--- src/rtl/bit_population_counter_pipe_if.sv ---
// Ready/valid bus for the pipelined population counter.
//
// One interface carries both sides of the block. The upstream side is
// data_i, mode_i, data_val_i and data_ready_o. The downstream side is
// data_o, data_val_o and data_ready_i.
//
// Modports:
//   master - the environment: drives words and downstream ready, reads results.
//   slave  - the counter itself.
//
// Optional build macro BPC_ACCUM_EN adds the packet accumulator signals:
//   data_last_i - marks the last word of a packet.
//   acc_o       - running packet total.
//   acc_val_o   - total is valid; pulses with the last beat of a packet.
interface bit_population_counter_pipe_if #(
  parameter int WIDTH = 16
`ifdef BPC_ACCUM_EN
  , parameter int ACC_WIDTH = 16
`endif
);

  localparam int OUT_W = $clog2(WIDTH) + 1;

  logic [WIDTH-1:0] data_i;
  logic             mode_i;
  logic             data_val_i;
  logic             data_ready_o;
  logic [OUT_W-1:0] data_o;
  logic             data_val_o;
  logic             data_ready_i;

`ifdef BPC_ACCUM_EN
  logic                 data_last_i;
  logic [ACC_WIDTH-1:0] acc_o;
  logic                 acc_val_o;

  modport master (
    output data_i, mode_i, data_val_i, data_ready_i, data_last_i,
    input  data_ready_o, data_o, data_val_o, acc_o, acc_val_o
  );

  modport slave (
    input  data_i, mode_i, data_val_i, data_ready_i, data_last_i,
    output data_ready_o, data_o, data_val_o, acc_o, acc_val_o
  );
`else
  modport master (
    output data_i, mode_i, data_val_i, data_ready_i,
    input  data_ready_o, data_o, data_val_o
  );

  modport slave (
    input  data_i, mode_i, data_val_i, data_ready_i,
    output data_ready_o, data_o, data_val_o
  );
`endif

endinterface

--- src/rtl/bit_population_counter_pipe.sv ---
// Pipelined population counter with ready/valid handshakes on both sides.
//
// The block counts the set bits of a WIDTH-bit word. When mode_i is 1 it
// counts the clear bits instead. The pipeline has three parts:
//   - An input register that stores the word, already inverted for zero-count
//     mode.
//   - A register of per-leaf counts. Each leaf covers LEAF_WIDTH bits.
//   - A registered binary adder tree. The leaf count is padded up to a power
//     of two with constant-zero leaves.
// Latency is $clog2(NLEAF) + 2 cycles. Throughput is one word per cycle.
//
// Parameters:
//   WIDTH      - input word width. Must be a multiple of LEAF_WIDTH and >= 2.
//   LEAF_WIDTH - bits counted combinationally per leaf (1..8).
//   ACC_WIDTH  - accumulator width. Exists only with BPC_ACCUM_EN.
//
// Ports:
//   clk_i  - single clock. All logic runs on the rising edge.
//   srst_i - asynchronous, active-high reset. Clears all state.
//   bus    - slave side of bit_population_counter_pipe_if, carrying:
//              data_i, mode_i, data_val_i, data_ready_o (upstream)
//              data_o, data_val_o, data_ready_i (downstream)
//
// Optional build macro BPC_ACCUM_EN adds data_last_i, acc_o and acc_val_o.
// With it, the block keeps a running per-packet sum of the output counts.
module bit_population_counter_pipe #(
  parameter int WIDTH      = 16,
  parameter int LEAF_WIDTH = 4
`ifdef BPC_ACCUM_EN
  , parameter int ACC_WIDTH = 16
`endif
) (
  input logic                         clk_i,
  input logic                         srst_i,
  bit_population_counter_pipe_if.slave bus
);

  localparam int OUT_W     = $clog2(WIDTH) + 1;
  localparam int NLEAF_RAW = WIDTH / LEAF_WIDTH;
  localparam int LEVELS    = $clog2(NLEAF_RAW);
  localparam int NLEAF     = 1 << LEVELS;
  localparam int PAD_W     = NLEAF * LEAF_WIDTH;
  localparam int CNT_W     = $clog2(LEAF_WIDTH) + 1;
  localparam int TREE_W    = CNT_W + LEVELS;

  // One advance enable drives every stage. The pipeline moves unless a valid
  // result is sitting at the output and downstream is not taking it. Bubbles
  // therefore never block new input.
  logic en;
  assign en               = bus.data_ready_i | ~bus.data_val_o;
  assign bus.data_ready_o = en;

  // Valid bits, one per stage:
  //   bit 0          - input register
  //   bit 1          - leaf counts
  //   bits 2 and up  - one per tree level
  logic [LEVELS+1:0] vld_q;

  always_ff @(posedge clk_i or posedge srst_i) begin
    if (srst_i) begin
      vld_q <= '0;
    end else if (en) begin
      vld_q <= {vld_q[LEVELS:0], bus.data_val_i};
    end
  end

  // Input stage. Zero-count mode is folded in here so that the rest of the
  // pipeline only ever counts ones.
  logic [WIDTH-1:0] word_q;

  always_ff @(posedge clk_i or posedge srst_i) begin
    if (srst_i) begin
      word_q <= '0;
    end else if (en) begin
      word_q <= bus.mode_i ? ~bus.data_i : bus.data_i;
    end
  end

  // Zero-extending the word up to the padded leaf count lets the padding
  // leaves count constant zeros. Synthesis folds those leaves away.
  logic [PAD_W-1:0] word_pad;
  assign word_pad = PAD_W'(word_q);

  // Leaf counters: a small combinational adder per LEAF_WIDTH slice.
  logic [CNT_W-1:0] leaf_cnt [NLEAF];

  always_comb begin
    for (int i = 0; i < NLEAF; i++) begin
      leaf_cnt[i] = '0;
      for (int b = 0; b < LEAF_WIDTH; b++) begin
        leaf_cnt[i] = leaf_cnt[i] + CNT_W'(word_pad[i*LEAF_WIDTH + b]);
      end
    end
  end

  // Leaf count register.
  logic [CNT_W-1:0] leaf_q [NLEAF];

  always_ff @(posedge clk_i or posedge srst_i) begin
    if (srst_i) begin
      leaf_q <= '{default: '0};
    end else if (en) begin
      leaf_q <= leaf_cnt;
    end
  end

  // Adder tree. Each level halves the number of partial sums and widens them
  // by one bit, so a full word of ones cannot overflow any level.
  for (genvar lv = 1; lv <= LEVELS; lv++) begin : g_lvl
    localparam int W = CNT_W + lv;
    localparam int N = NLEAF >> lv;

    logic [W-2:0] prev  [2*N];
    logic [W-1:0] sum_q [N];

    if (lv == 1) begin : g_from_leaf
      assign prev = leaf_q;
    end else begin : g_from_lvl
      assign prev = g_lvl[lv-1].sum_q;
    end

    always_ff @(posedge clk_i or posedge srst_i) begin
      if (srst_i) begin
        sum_q <= '{default: '0};
      end else if (en) begin
        for (int j = 0; j < N; j++) begin
          sum_q[j] <= W'(prev[2*j]) + W'(prev[2*j+1]);
        end
      end
    end
  end

  // With a single leaf there is no tree, and the leaf register drives the
  // output directly.
  logic [TREE_W-1:0] tree_out;

  if (LEVELS == 0) begin : g_out_leaf
    assign tree_out = leaf_q[0];
  end else begin : g_out_tree
    assign tree_out = g_lvl[LEVELS].sum_q[0];
  end

  assign bus.data_o     = OUT_W'(tree_out);
  assign bus.data_val_o = vld_q[LEVELS+1];

`ifdef BPC_ACCUM_EN
  // The last-word flag travels in step with the valid bits.
  logic [LEVELS+1:0] last_q;

  always_ff @(posedge clk_i or posedge srst_i) begin
    if (srst_i) begin
      last_q <= '0;
    end else if (en) begin
      last_q <= {last_q[LEVELS:0], bus.data_last_i};
    end
  end

  // acc_sum_q holds the total of the beats already sent in this packet.
  // acc_o adds the beat currently on the output, so it includes that beat.
  // After the last beat of a packet is sent, the sum restarts from zero.
  logic [ACC_WIDTH-1:0] acc_sum_q;
  logic [ACC_WIDTH-1:0] acc_now;

  assign acc_now       = acc_sum_q + (bus.data_val_o ? ACC_WIDTH'(bus.data_o) : '0);
  assign bus.acc_o     = acc_now;
  assign bus.acc_val_o = bus.data_val_o & last_q[LEVELS+1];

  always_ff @(posedge clk_i or posedge srst_i) begin
    if (srst_i) begin
      acc_sum_q <= '0;
    end else if (bus.data_val_o & bus.data_ready_i) begin
      acc_sum_q <= last_q[LEVELS+1] ? '0 : acc_now;
    end
  end
`endif

endmodule

--- src/flat_wrapper.sv ---
// flat-port wrapper written by rule: the top's interface ports become plain ports
module bit_population_counter_pipe_flat 
#(
  parameter int WIDTH      = 16,
  parameter int LEAF_WIDTH = 4

)
  (clk_i, srst_i, bus_data_i, bus_mode_i, bus_data_val_i, bus_data_ready_i, bus_data_ready_o, bus_data_o, bus_data_val_o);
  bit_population_counter_pipe_if #(.WIDTH(WIDTH)) bus_i ();
  input logic clk_i;
  input logic srst_i;
  input wire logic [$bits(bus_i.data_i)-1:0] bus_data_i;
  input wire logic [$bits(bus_i.mode_i)-1:0] bus_mode_i;
  input wire logic [$bits(bus_i.data_val_i)-1:0] bus_data_val_i;
  input wire logic [$bits(bus_i.data_ready_i)-1:0] bus_data_ready_i;
  output wire logic [$bits(bus_i.data_ready_o)-1:0] bus_data_ready_o;
  output wire logic [$bits(bus_i.data_o)-1:0] bus_data_o;
  output wire logic [$bits(bus_i.data_val_o)-1:0] bus_data_val_o;
  assign bus_i.data_i = bus_data_i;
  assign bus_i.mode_i = bus_mode_i;
  assign bus_i.data_val_i = bus_data_val_i;
  assign bus_i.data_ready_i = bus_data_ready_i;
  assign bus_data_ready_o = bus_i.data_ready_o;
  assign bus_data_o = bus_i.data_o;
  assign bus_data_val_o = bus_i.data_val_o;
  bit_population_counter_pipe #(.WIDTH(WIDTH), .LEAF_WIDTH(LEAF_WIDTH)) u_core (.clk_i(clk_i), .srst_i(srst_i), .bus(bus_i));
endmodule
--- config.mk ---
export PLATFORM = sky130hd
export DESIGN_NAME = bit_population_counter_pipe_flat
export DESIGN_NICKNAME = d
export VERILOG_FILES = /design/src/rtl/bit_population_counter_pipe_if.sv /design/src/rtl/bit_population_counter_pipe.sv /design/src/flat_wrapper.sv
export SDC_FILE = /design/constraint.sdc
export NUM_CORES = 1
export LEC_CHECK = 0
export BUFFER_PORTS_ARGS = -buffer_cell sky130_fd_sc_hd__buf_4
export CAP_MARGIN = 10
export CORE_AREA = 3 3 48 93
export DETAILED_ROUTE_END_ITERATION = 16
export DIE_AREA = 0 0 51 96
export PLACE_DENSITY = 0.79
export SETUP_SLACK_MARGIN = 0.05
export SLEW_MARGIN = 20
export SYNTH_ARGS = -nofsm -noshare
export SYNTH_HDL_FRONTEND = slang
export SYNTH_SLANG_ARGS = --single-unit
--- constraint.sdc ---
create_clock -name clk_i -period 4.4 [get_ports clk_i]
set_clock_uncertainty 0.05 [all_clocks]
set_input_delay 0 -clock clk_i [delete_from_list [all_inputs] [get_ports clk_i]]
set_output_delay 0 -clock clk_i [all_outputs]
set_load 0.01 [all_outputs]
==> run metrics, run 1 <==
status complete, no violations; Final Hold Viols 0; final non-filler cell total 284; slowest stage delay, CP 0.39 ns; worst path bufs/invs 0; crit end category flop; Ys Warns 0; R2R Setup Slk 2.58 ns; die area 0.004896 mm2; number of global-route vias before repair 1668; GR met3 Demand/Resource 4.341%; Fin Hold WS 0.1286 ns; starting DRC count in detailed routing 14; post-DR wirelength/cell 14.66 um; TritonCTS clock tree yes; drt drc 0; GRT Residual Overflow 0; largest net degree at the start of global routing 74; Initial Util 60.08%; global routing's busiest layer met2; top-count cell post-synth dfrtp_1; Pwr Density 671.9 mW/mm2; GP Congestion 0.7644; Final Setup Violations 0; CTS sink cnt 45; Yosys reg bits 45; met1 Use GR 20.29%; Die X-Extent 51 um; Total Wirelength 4164 um; Post-synth top flop dfrtp_1; final clock period utilization by the worst path 41.29%; area growth from synthesis to layout 20.11%; layout cell share with drive strength beyond 1 23.61%; setup bufs post-CTS 0; post-synthesis sequential area ratio 48.26%; # diodes 0; MaxCap Viol Count 0; Slowest cell on crit path dfrtp_1; initial antenna violation count 0; Synth area leader dfrtp_1; cell row count 32; multi-input logic area 0.001091 mm2; Tmin final 1.817 ns; GR met2 Demand/Resource 37.82%; H-tree levels 2; Max Clock Freq 550.5 MHz; hpwl dp 2933 um; I/O Buffers 27; FF+latch area 0.001126 mm2; Post-synth top cells dfrtp_1 (45), a21oi_1 (27), nor2_1 (24), ha_1 (18), xnor2_1 (18); cts bufs inserted 5; Total GRT Usage 20.21%; CP max FO 2; crit path DAT 1.95 ns; max-slew violations 0; vias post-DR 1509; DR pass1 iterations 4; dpl cells 258; Post-Syn Area per Cell 12.35 um2; Top cell by count, worst path ha_1; Fillers 277; crit-path cells ha_1 -> fa_1 -> ha_1 -> mux2_4; CP Class reg -> reg; Synth area leaders dfrtp_1 (48%), ha_1 (9.7%), mux2_4 (8.4%); first-pass GRT wire length 7279 um; clk buf depth 2; Post-synth EDFFs 0; Unique masters post-synth 19; ys async rst share 100.0%; setup ws final 2.583 ns; fin nets 278; IO Pins 28; RSZ-0062 raised after global routing false; Slew HR 45.90%; final core utilization 72.16%; Yosys top cell area share 48.26%; Die Y 96 um; Mapped Area 0.002333 mm2; Crit path max-delay family adder cells; crit start category flop; Slew @ Worst Pin 0.8114 ns; Mapped Cells 189; Root Buffer clkbuf_8; dpl ws 2.597 ns; CTS clock-pin slew for the worst setup and hold paths 0.08 ns; core area 0.003884 mm2; Worst Hold Class in -> reg; Leakage 1.340 nW; syn_nets 235; Final Power 1.883 mW; Cell Area, Placed 0.002521 mm2; Clk Latency, worst-skew pair 0.29 ns; Detail Route Antenna Nets 0; WP data required 4.53 ns; design area 0.002803 mm2; Fin Setup TNS 0 ns; via-per-instance ratio 5.313; maximum VDD drop 382.0 uV
## power by group
part           internal [mW]  switching (mW)
clock                  0.142           0.131
sequential             0.597           0.128
combinational          0.493           0.393
## tightest hold or removal path, delay by kind of cell
family / cells / cell delay [ns]
xor gates and xnor gates: 1 / 0.17
buffers and inverters: 1 / 0.20
AOI/OAI and AO/OA: 1 / 0.06
## area by class of cell
cell class                      count  area share (%)
Clock buffer                        7           3.437
Clock inverter                      1          0.1786
Inverter                            8           1.071
Multi-Input combinational cell    126           38.93
Sequential cell                    45           40.18
Tap cell                           51           2.277
Timing Repair Buffer               46           13.93
## per-layer routing
layer / share of wire (%) / wire length, um
met5: 0 / 0
met4: 3.3 / 138
met3: 3.2 / 132
met2: 59 / 2446
met1: 35 / 1446
## sequential cells by signal, indices dropped and copies added (netlist names)
register and count:
u_core.vld_q 4, u_core.word_pad 16, u_core.bus.data_o 5, u_core.g_lvl.prev 12, u_core.g_lvl.sum_q 8
## placed cells by master, fill, tap and decap left out
cell and instances:
a21o_1 4, a21oi_1 27, a21oi_2 1, buf_4 28, clkbuf_8 7, clkinv_2 1, dfrtp_1 45, dlygate4sd3_1 18
fa_1 7, ha_1 18, inv_1 8, mux2_2 4, mux2_4 13, nand2_1 3, nand2b_1 1, nand2b_4 1
nor2_1 24, o21ai_0 3, xnor2_1 18, xor2_1 2
## cells by family (layout without fill, tap and decap cells)
family | count (synthesis) | after routing | share of synthesized area [%]
flip-flops | 45 | 45 | 48.26
AO/OA/AOI/OAI | 35 | 35 | 8.096
AND/OR/NAND/NOR | 29 | 29 | 5.201
adder cells (fa/ha/maj) | 25 | 25 | 15.66
XOR/XNOR | 20 | 20 | 7.507
buffers and inverters | 18 | 62 | 4.986
multiplexers | 17 | 17 | 10.29
## timing repair
action,4_1_cts,5_1_grt
resized for setup,0,0
hold endpoints to repair,62,0
hold buffers,18,0
## worst paths after layout
| kind | start | endpoint | cells past startpoint |
|---|---|---|---|
| setup reg to reg | u_core.word_pad[8] | u_core.g_lvl[1].prev[4] | 4 |
| max in group asynchronous | srst_i | u_core.g_lvl[1].sum_q[5] | 4 |
| hold / removal | bus_mode_i | u_core.word_pad[1] | 3 |
| hold reg to reg | u_core.vld_q[2] | u_core.vld_q[3] | 1 |
| min in group asynchronous | srst_i | u_core.vld_q[1] | 4 |
| setup / recovery | u_core.word_pad[8] | u_core.g_lvl[1].prev[4] | 4 |
Power figures use the tool's default switching activity.
==> inputs of run 2 (changes only) <==
- CORE_AREA: 3 3 48 93 -> 3 3 50 97
- DIE_AREA: 0 0 51 96 -> 0 0 53 100
- PLACE_DENSITY: 0.79 -> 0.73
- clock period: 4.4 -> 1.8 ns (I/O delays scaled with it)
==> run 2 against run 1 <==
Power rose to 2.5 times the previous value. Count of clock-buffer cells in the layout unchanged. Non-clock buffer count up 3. Combinational power rose to 2.6 times the previous value. Largest cell class unchanged. Sequential share of layout area down 0.93 points. Largest power group unchanged. Final cell count up 1.4%.
==> run metrics, run 2 (synthesis gave the netlist of run 1 again) <==
Slew HR 62.94% (+17 points); starting DRC count in detailed routing 23 (+9); CP Class reg -> reg; I/O Buffers 27 (unchanged); GP Congestion 0.7431 (-2.8%); max-slew violations 0 (unchanged); core area 0.004170 mm2 (+7.4%); WP data required 1.93 ns (-2.60 ns); Total Wirelength 4202 um (+0.91%); slowest stage delay, CP 0.40 ns (about the same); Slew @ Worst Pin 0.5559 ns (-0.2555 ns); cts bufs inserted 5 (unchanged); DR pass1 iterations 4 (unchanged); crit start category flop; Slowest cell on crit path dfrtp_1; Worst Hold Class in -> reg; TritonCTS clock tree yes; clk buf depth 2 (unchanged); design area 0.002869 mm2 (+2.4%); initial antenna violation count 0 (unchanged); post-DR wirelength/cell 14.59 um (-0.49%); Initial Util 55.96% (-4.1 points); area growth from synthesis to layout 22.95%; Fin Setup TNS 0 ns (unchanged); cell row count 33 (+3.1%); die area 0.005300 mm2 (+8.3%); Final Hold Viols 0 (unchanged); # diodes 0 (unchanged); layout cell share with drive strength beyond 1 26.27% (+2.7 points); crit path DAT 1.87 ns (-0.08 ns); crit end category flop; Leakage 1.358 nW (+1.3%); CTS clock-pin slew for the worst setup and hold paths 0.08 ns (about the same); final clock period utilization by the worst path 96.62% (+55 points); vias post-DR 1469 (-2.7%); MaxCap Viol Count 0 (unchanged); Root Buffer clkbuf_8; CP max FO 2 (unchanged); Crit path max-delay family adder cells; H-tree levels 2 (unchanged); Final Setup Violations 0 (unchanged); Detail Route Antenna Nets 0 (unchanged); Clk Latency, worst-skew pair 0.29 ns (about the same); hpwl dp 2937 um (+0.12%); crit-path cells ha_1 -> fa_2 -> ha_4 -> mux2_4; Die Y 100 um (+4.2%); drt drc 0 (unchanged); RSZ-0062 raised after global routing true; GRT Residual Overflow 0 (unchanged); Total GRT Usage 18.10% (-2.1 points); worst path bufs/invs 0 (unchanged); most common cell after layout, fill and taps aside dfrtp_1; via-per-instance ratio 5.101 (-4.0%); most frequent cells in the layout dfrtp_1 (45), buf_4 (30), a21oi_1 (27); first-pass GRT wire length 6962 um (-4.4%); Tmin final 1.739 ns (-0.07745 ns); Cell Area, Placed 0.002550 mm2 (+1.1%); Max Clock Freq 575.0 MHz (+4.5%); Largest register FFs 16 (unchanged); Die X-Extent 53 um (+3.9%); maximum VDD drop 1279 uV (+230%); CTS sink cnt 45 (unchanged); Pwr Density 1647 mW/mm2 (+150%); largest net degree at the start of global routing 58 (-22%); status complete, no violations; number of global-route vias before repair 1543 (-7.5%); fin nets 281 (+1.1%); IO Pins 28 (unchanged)
## run 2: cell count changes in the layout (fill, tap and decap cells not counted), sizes merged
| cell | delta |
|---|---|
| buf | +3 |
## run 2: area by class of cell
type / count / area [um2]
Tap cell: 52 / 65.06
Fill cell: 320 / 1301
Timing Repair Buffer: 49 / 425.4
Clock buffer: 7 / 96.34
Multi-Input combinational cell: 126 / 1121
Inverter: 8 / 30.03
Sequential cell: 45 / 1126
Clock inverter: 1 / 5.005
## run 2: final timing paths
| path | from | endpoint | slack (ns) | cells past startpoint |
|---|---|---|---|---|
| min in group asynchronous | srst_i | u_core.vld_q[0] | 0.34 | 4 |
| hold / removal | bus_mode_i | u_core.word_pad[3] | 0.12 | 3 |
| hold reg to reg | u_core.vld_q[2] | u_core.vld_q[3] | 0.43 | 1 |
| setup reg to reg | u_core.word_pad[13] | u_core.g_lvl[1].prev[1] | 0.06 | 4 |
| setup / recovery | u_core.word_pad[13] | u_core.g_lvl[1].prev[1] | 0.06 | 4 |
| max in group asynchronous | srst_i | u_core.word_pad[1] | 0.98 | 4 |
## run 2: what timing repair did
item,in CTS,in global routing
gates resized for setup,3,1
setup buffers,1,0
pin swaps,3,2
endpoints found under the setup margin,2,2
hold endpoints to repair,62,0
hold buffers,18,0
## run 2: worst min-delay path, delay by kind of cell
kind | cells | cell delay (ns)
xor gates and xnor gates | 1 | 0.17
AOI/OAI and AO/OA | 1 | 0.06
buffers and inverters | 1 | 0.20
## run 2: metal layers
layer,global-route usage [%],share of wire (%)
met2,34.00,59
met1,18.70,36
met3,3.269,2.9
met5,0,0
met4,7.087,1.7
## run 2: per-stage QoR
stage | instances | util (%) | hold WS [ns] | worst slack (ns) | total power [mW]
2_1_floorplan | 189 | - | 0.09805 | 0.1010 | 3.404
3_3_place_gp | 261 | 61.15 | 0.1183 | 0.08255 | 3.774
3_5_place_dp | 261 | 61.15 | 0.1330 | 0.01083 | 3.984
4_1_cts | 288 | 68.50 | 0.1137 | 0.06327 | 4.753
5_1_grt | 288 | 68.80 | 0.1289 | 0.03575 | 5.118
6_report | 288 | 68.80 | 0.1195 | 0.06091 | 4.726
## run 2: where the power goes
part | internal, mW | switching [mW]
Clock | 0.347 | 0.329
Combinational | 1.28 | 0.988
Sequential | 1.46 | 0.319
==> inputs of run 3 (changes only) <==
==> constraint.sdc (replaced) <==
create_clock -name clk_i -period 1.8 [get_ports clk_i]
set_clock_uncertainty 0.05 [all_clocks]
set_input_delay 0.09 -clock clk_i [delete_from_list [all_inputs] [get_ports clk_i]]
set_output_delay 0.09 -clock clk_i [all_outputs]
set_load 0.01 [all_outputs]
==> run 3 against run 2 <==
Via count is 3.7% lower. Cell area down 4.4%. Largest power group unchanged. Critical endpoint is now u_core.g_lvl[1].prev[4]. Global-route usage decreased by 0.41 points. Routed wire length is 4.9% lower. Non-clock buffer count shrank 15. Setup slack better by 0.015 ns. Clock power grew 17%.
==> run metrics, run 3 (synthesis gave the netlist of run 1 again) <==
status complete, no violations; die area 0.005300 mm2 (unchanged); I/O Buffers 27 (unchanged); Clk Latency, worst-skew pair 0.29 ns (about the same); Slew HR 83.00% (+20 points); # diodes 0 (unchanged); Fin Setup TNS 0 ns (unchanged); Fin Hold WS 0.01748 ns (-0.1020 ns); Pwr Density 1761 mW/mm2 (+6.9%); CTS clock-pin slew for the worst setup and hold paths 0.08 ns (about the same); RSZ-0062 raised after global routing true; Root Buffer clkbuf_8; Crit path max-delay family adder cells; H-tree levels 2 (unchanged); most common cell after layout, fill and taps aside dfrtp_1; Die Y 100 um (unchanged); TritonCTS clock tree yes; R2R Setup Slk 0.08 ns (about the same); Final Hold Viols 0 (unchanged); CP Class reg -> reg; vias post-DR 1415 (-3.7%); slowest stage delay, CP 0.39 ns (about the same); Tmin final 1.724 ns (-0.01484 ns); clk buf depth 2 (unchanged); crit path DAT 1.86 ns (about the same); Max Clock Freq 580.0 MHz (+0.86%); CTS sink cnt 45 (unchanged); most frequent cells in the layout dfrtp_1 (45), buf_4 (30), a21oi_1 (27); initial antenna violation count 0 (unchanged); fin nets 266 (-5.3%); Leakage 1.305 nW (-3.9%); final clock period utilization by the worst path 95.79% (-0.82 points); first-pass GRT wire length 6858 um (-1.5%); drt drc 0 (unchanged); cell row count 33 (unchanged); Detail Route Antenna Nets 0 (unchanged); max-slew violations 0 (unchanged); GP Congestion 0.7469 (+0.51%); starting DRC count in detailed routing 13 (-43%); CP max FO 2 (unchanged); Initial Util 55.96% (unchanged); number of global-route vias before repair 1527 (-1.0%); DR pass1 iterations 3 (-1); hpwl dp 2902 um (-1.2%); post-DR wirelength/cell 14.63 um (+0.30%); largest net degree at the start of global routing 58 (unchanged); crit end category flop; worst path bufs/invs 0 (unchanged); IO Pins 28 (unchanged); cts bufs inserted 5 (unchanged); GRT Residual Overflow 0 (unchanged); crit start category flop; Total GRT Usage 17.69% (-0.41 points); Die X-Extent 53 um (unchanged); maximum VDD drop 958.9 uV (-25%); Final Setup Violations 0 (unchanged); via-per-instance ratio 5.183 (+1.6%); MaxCap Viol Count 0 (unchanged); Largest register FFs 16 (unchanged); layout cell share with drive strength beyond 1 28.05% (+1.8 points); Slowest cell on crit path dfrtp_1; WP data required 1.94 ns (about the same); core area 0.004170 mm2 (unchanged); Slew @ Worst Pin 0.2550 ns (-0.3009 ns); Worst Hold Class in -> reg; Total Wirelength 3995 um (-4.9%); area growth from synthesis to layout 17.59%; crit-path cells ha_1 -> fa_2 -> ha_4 -> mux2_4
## run 3: cell types whose count changed in the layout (fill, tap and decap cells not counted), sizes merged
cell / before / now
buf: 31 / 32
clkinv: 1 / 0
bufinv: 0 / 1
dlygate4sd3: 18 / 2
## run 3: per-stage QoR
stage / cell area (um2) / total power [mW] / instances / worst slack, ns / util [%]
after floorplan: 2333 / 3.404 / 189 / 0.1010 / -
after global placement: 2562 / 3.778 / 261 / 0.08252 / 61.45
after detailed placement: 2562 / 3.984 / 261 / 0.02099 / 61.45
after CTS: 2711 / 4.826 / 272 / 0.04117 / 65.02
after global routing: 2744 / 5.214 / 273 / 0.03583 / 65.80
final: 2744 / 4.832 / 273 / 0.07575 / 65.80
## run 3: worst paths after layout
path                                    start                  endpoint  cells past startpoint
max                        u_core.word_pad[9]   u_core.g_lvl[1].prev[4]                      4
min                            bus_data_i[14]       u_core.word_pad[14]                      3
max reg2reg                u_core.word_pad[9]   u_core.g_lvl[1].prev[4]                      4
min reg2reg                   u_core.vld_q[2]           u_core.vld_q[3]                      1
max in group asynchronous              srst_i      u_core.bus.data_o[4]                      4
min in group asynchronous              srst_i  u_core.g_lvl[1].prev[11]                      4
## run 3: report_power, final
group          leakage, nW  total (mW)  internal, mW  switching [mW]
sequential           0.525        1.78          1.46           0.318
clock               0.0585       0.788         0.453           0.335
combinational        0.721        2.27          1.27           0.999
total                 1.30        4.83          3.18            1.65
## run 3: worst register-to-register path, cell delays in order (launching register included)
cell     delay, ns
dfrtp_1       0.39
ha_1          0.31
fa_2          0.36
ha_4          0.25
mux2_4        0.25
## run 3: timing repair
action | in CTS | in global routing
buffers inserted | 1 | 1
endpoints found under the hold margin | 46 | 0
pin swaps | 2 | 3
hold buffers | 2 | 0
resized for setup | 2 | 2
gates cloned | 0 | 0
setup endpoints to repair | 2 | 2
## run 3: routing by layer
| layer | track usage [%] | wire length [um] | part of all wire [%] |
|---|---|---|---|
| met2 | 32.28 | 2271 | 57 |
| met1 | 18.86 | 1519 | 38 |
| met3 | 3.715 | 129 | 3.2 |
| met4 | 7.087 | 74 | 1.9 |
| met5 | 0 | 0 | 0 |
## run 3: cell type report
class,count,area (um2)
tap,52,65.06
sequential,45,1126
inverter,8,30.03
clock inverter,1,30.03
clock buffer,7,86.33
timing repair buffer,34,285.3
multi-input combinational,126,1121
fill,325,1426
